==> src/rtl/pipe_regfile.sv <==
// Pipeline register file: zero-latency reads with write-through bypass,
// a per-register busy scoreboard, and a sequential clear after reset.
module pipe_regfile #(
    parameter int XLEN     = 64,
    parameter int NREGS    = 32,
    parameter int ZERO_REG = 1
) (
    input  logic                       CLK,
    input  logic                       RST,
    input  logic                       RegWrite,
    input  logic [$clog2(NREGS)-1:0]   rd,
    input  logic [XLEN-1:0]            write_data,
    input  logic [$clog2(NREGS)-1:0]   rs1,
    input  logic [$clog2(NREGS)-1:0]   rs2,
    input  logic                       busy_set,
    input  logic [$clog2(NREGS)-1:0]   busy_rd,
    output logic [XLEN-1:0]            read_data1,
    output logic [XLEN-1:0]            read_data2,
    output logic                       busy1,
    output logic                       busy2,
    output logic                       ready
);

    localparam int AW = $clog2(NREGS);
    localparam logic [AW-1:0] LAST_IDX = AW'(NREGS - 1);

    typedef enum logic {
        CLEAR = 1'b0,
        RUN   = 1'b1
    } state_t;

    state_t            state_q;
    logic [AW-1:0]     idx_q;
    logic              ready_q;
    logic [NREGS-1:0]  busy_q;
    logic [NREGS-1:0]  busy_d;
    logic [XLEN-1:0]   mem_q [NREGS];

    logic run;
    logic wr_en;
    logic set_en;
    logic zero1;
    logic zero2;

    assign run    = (state_q == RUN);
    assign wr_en  = run && RegWrite && !((ZERO_REG != 0) && (rd == '0));
    assign set_en = run && busy_set && !((ZERO_REG != 0) && (busy_rd == '0));
    assign zero1  = (ZERO_REG != 0) && (rs1 == '0);
    assign zero2  = (ZERO_REG != 0) && (rs2 == '0);
    assign ready  = ready_q;

    // Clear is applied before set so a same-edge issue to the same register stays pending.
    always_comb begin
        busy_d = busy_q;
        if (run && RegWrite) begin
            busy_d[rd] = 1'b0;
        end
        if (set_en) begin
            busy_d[busy_rd] = 1'b1;
        end
    end

    always_ff @(posedge CLK or posedge RST) begin
        if (RST) begin
            state_q <= CLEAR;
            idx_q   <= '0;
            ready_q <= 1'b0;
            busy_q  <= '0;
        end else begin
            case (state_q)
                CLEAR: begin
                    idx_q  <= idx_q + 1'b1;
                    busy_q <= '0;
                    if (idx_q == LAST_IDX) begin
                        state_q <= RUN;
                        ready_q <= 1'b1;
                    end
                end
                RUN: begin
                    busy_q <= busy_d;
                end
                default: begin
                    state_q <= CLEAR;
                    idx_q   <= '0;
                    ready_q <= 1'b0;
                end
            endcase
        end
    end

    // Storage is deliberately not reset; the CLEAR walk zeroes it instead.
    always_ff @(posedge CLK) begin
        if (state_q == CLEAR) begin
            mem_q[idx_q] <= '0;
        end else if (wr_en) begin
            mem_q[rd] <= write_data;
        end
    end

    always_comb begin
        read_data1 = '0;
        busy1      = 1'b0;
        if (run && !zero1) begin
            if (wr_en && (rd == rs1)) begin
                read_data1 = write_data;
            end else begin
                read_data1 = mem_q[rs1];
                busy1      = busy_q[rs1];
            end
        end
    end

    always_comb begin
        read_data2 = '0;
        busy2      = 1'b0;
        if (run && !zero2) begin
            if (wr_en && (rd == rs2)) begin
                read_data2 = write_data;
            end else begin
                read_data2 = mem_q[rs2];
                busy2      = busy_q[rs2];
            end
        end
    end

endmodule

==> config.mk <==
export PLATFORM = sky130hd
export DESIGN_NAME = pipe_regfile
export DESIGN_NICKNAME = d
export VERILOG_FILES = /design/src/rtl/pipe_regfile.sv
export SDC_FILE = /design/constraint.sdc
export NUM_CORES = 2
export LEC_CHECK = 0
export BUFFER_PORTS_ARGS = -buffer_cell sky130_fd_sc_hd__buf_4
export CAP_MARGIN = 20
export CORE_MARGIN = 10
export CORE_UTILIZATION = 50
export DETAILED_ROUTE_END_ITERATION = 10
export PLACE_DENSITY = 0.74
export SETUP_SLACK_MARGIN = 0.05
export SLEW_MARGIN = 20
export SYNTH_ARGS = -nofsm -noshare
export SYNTH_HDL_FRONTEND = slang
export SYNTH_SLANG_ARGS = --single-unit
==> constraint.sdc <==
create_clock -name CLK -period 4.43 [get_ports CLK]
set_input_delay 0 -clock CLK [delete_from_list [all_inputs] [get_ports CLK]]
set_output_delay 0 -clock CLK [all_outputs]
set_load 0.005 [all_outputs]
==> flow_metrics.py <==
metrics = {
    "setup_path": {
        "cpMaxStageDelayCell": "and4_4",
        "start_kind": "flop",
        "r2r-start": "run",
        "critPathTopFamily": "simple AND/OR/NAND/NOR gates",
        "cp.depth": 7,
        "path_cells": "and2_1, a21boi_4, buf_4, and4_4, buf_12, a211o_1, buf_4",
        "path_class": "flop to output pin",
        "end_kind": "output pin",
        "rr_worst_depth": 6,
        "worst_path_most_repeated_cell": "buf_4",
        "crit_end": "read_data1[0]",
        "cpPeakStageDelay_ns": 0.90,
        "rrSetupSlack_ns": 1.20,
        "path_max_fanout": 42,
        "r2r_end": "mem_q[11][18]",
        "worstPathArrival_ns": 4.09,
        "critPathRequiredTime_ns": 4.43,
        "crit_buf_inv": 3,
        "startpoint": "run",
    },
    "detailed_routing": {
        "vias_per_cell": 7.32,
        "vias": 59693,
        "drtIter0Drc": 8669,
        "first_pass_iters": 6,
        "routedWlPerCell_um": 35.7,
        "ant_nets": 0,
        "wirelength_um": 291000,
        "drc": 0,
    },
    "cts": {
        "cts.sinks": 2087,
        "cts_buffers": 204,
        "cts_resized": 0,
        "clk_path_buf_depth": 3,
        "clk_pin_slew_worst_paths_ns": 0.06,
        "cts_tree": "built",
        "clk_latency_ns": 0.85,
        "htreeDepth": 4,
        "cts_root_buf": "clkbuf_16",
    },
    "power_and_ir_drop": {
        "p_seq_frac": 0.513,
        "p_int_mw": 32.6,
        "vdd_ir_drop_max_uv": 412,
        "switching_share": 0.234,
        "p_leak_nw": 38.3,
        "comb_power_share": 0.092,
        "power.density_nw_per_um2": 389,
        "p_clk_frac": 0.395,
        "p_sw_mw": 9.94,
    },
    "finish": {
        "stdcell_area_um2": 109000,
        "final_cell_mix": "edfxtp_1, mux4_2, mux2i_1, o22ai_1, buf_4",
        "layout-drive-gt1-share": 0.282,
        "mostFrequentLayoutCell": "edfxtp_1",
        "syn_to_final_growth_pct": 12.2,
        "nets": 5553,
    },
    "sta": {
        "timing.hold.ws_ns": 0.0307,
        "worstMarginPinSlew_ns": 1.26,
        "slew_violations": 0,
        "fin_skew_ns": 0.0379,
        "rsz0062_at_grt": "false",
        "setup_violations": 0,
        "fmaxAchievable_mhz": 245,
        "final-hold-violation-count": 0,
        "period_share": 0.923,
        "min_period_ns": 4.09,
        "slew_headroom": 0.160,
    },
    "die": {
        "coreArea_um2": 193000,
        "die_y_um": 461,
        "die-area_um2": 213000,
        "start_util": 0.504,
        "io_pins": 219,
        "placementRows": 161,
        "die_w_um": 461,
    },
    "logic_synthesis": {
        "synth_area_um2": 97500,
        "syn_avg_cell_area_um2": 18.5,
        "yosys_warnings": 0,
        "yosysSeqAreaShare": 0.641,
        "synth-seq-cells": 2087,
        "synth-edff-count": 2048,
        "synth-async-reset-ratio": 0.0187,
        "ys.flop_type": "edfxtp_1",
        "yosysUniqueCellTypes": 64,
        "synth_fp_nets": 5358,
        "synthCells": 5268,
    },
    "placed_design": {
        "placed_cell_area_um2": 102000,
        "gp_congestion": 0.834,
        "io_buffers": 218,
        "dpl.hpwl_um": 156000,
    },
    "min_path": {
        "hold_path.class": "input port to flop",
        "hp-start": "write_data[26]",
    },
    "global_routing": {
        "grt_antenna_before_repair": 7,
        "grt_max_degree": 128,
        "grt.total_usage": 0.268,
        "overflow": 0,
        "grt_pass1_wl_um": 419000,
        "grt_pass1_vias": 61135,
    },
    "flow_run": {
        "cap_violations": 0,
    },
    "status": {
        "outcome": "finished clean",
    },
}
-- worst min-delay path by stage --
stage / end / slack, ns / cells after the start
final: mem_q[6][26] / 0.03 / 2
after global routing: mem_q[6][26] / 0.09 / 2
after CTS: mem_q[10][26] / 0.002 / 2
after detailed placement: busy_q[14] / 0.16 / 3
after global placement: ready / 0.15 / 3
after floorplan: read_data1[62] / 0.09 / 2
-- synth_stat cells, drive strengths merged (67+ instances only) --
cell	instances	area, um^2
edfxtp	2048	61500
o22ai	357	2230
mux2i	387	3870
clkbuf	201	758
mux4	854	19200
buf	248	1640
nor3	186	936
o221ai	187	1640
a211o	124	1090
nand2b	68	425
a21oi	160	801
and2	67	419
-- state kept, by name, summed over array words and instances (netlist names) --
register  count
mem_q      2048
busy_q       32
idx_q         5
ready         1
run           1
-- per-stage QoR --
step | total power, mW | util | instances | setup TNS, ns | setup WS (ns)
5_1_grt | 43.7 | 0.566 | 8158 | 0 | 0.292
3_3_place_gp | 26.0 | 0.530 | 7716 | 0 | 0.753
6_report | 42.6 | 0.566 | 8159 | 0 | 0.341
4_1_cts | 42.6 | 0.565 | 8132 | 0 | 0.370
3_5_place_dp | 26.0 | 0.530 | 7716 | 0 | 0.729
2_1_floorplan | 24.6 | - | 5268 | -167.09 | -0.106
-- repair_timing --
action | CTS | global route
setup buffers | 0 | 0
hold endpoints to repair | 461 | 592
hold buffers | 44 | 19
-- worst register-to-register path: cells and delay by family (launching register included) --
family | cells | cell delay, ns
AOI/OAI and AO/OA | 2 | 0.54
and+or+nand+nor | 3 | 1.68
DFF | 1 | 0.37
buffers and inverters | 1 | 0.30
-- cells by family after synthesis --
logic type / Yosys count / synth area share
xor+xnor: 13 / 0.00117
compound gates: 919 / 0.0653
simple gates: 546 / 0.0298
buf+inv: 458 / 0.0250
mux: 1243 / 0.237
fa+ha+maj: 2 / 0.000257
flops: 2087 / 0.641
-- per-layer routing --
| layer | vias to the layer above | GRT usage | part of all wire |
|---|---|---|---|
| li1 | 23301 | - | - |
| met2 | 4598 | 0.433 | 0.48 |
| met1 | 30869 | 0.337 | 0.34 |
| met5 | - | 0 | 0.000031 |
| met4 | 2 | 0.135 | 0.054 |
| met3 | 923 | 0.0704 | 0.13 |
-- power groups by stage --
stage                     combinational [mW]  clock, mW  sequential (mW)
after floorplan                         2.33          0             22.2
after global placement                  3.74          0             22.2
after detailed placement                3.78          0             22.3
after CTS                               3.84       16.9             21.8
after global routing                    4.09       17.7             21.8
final                                   3.91       16.8             21.8
-- layout make-up --
cell class,instances,area [um^2]
multi-input combinational,2723,32900
timing repair buffer,438,4410
fill,14003,83800
tap,2526,3160
clock buffer,250,5340
antenna,4,10.0
sequential,2087,62500
clock inverter,122,1010
inverter,9,41.3
Note: power is estimated with default switching activity, not from simulation.
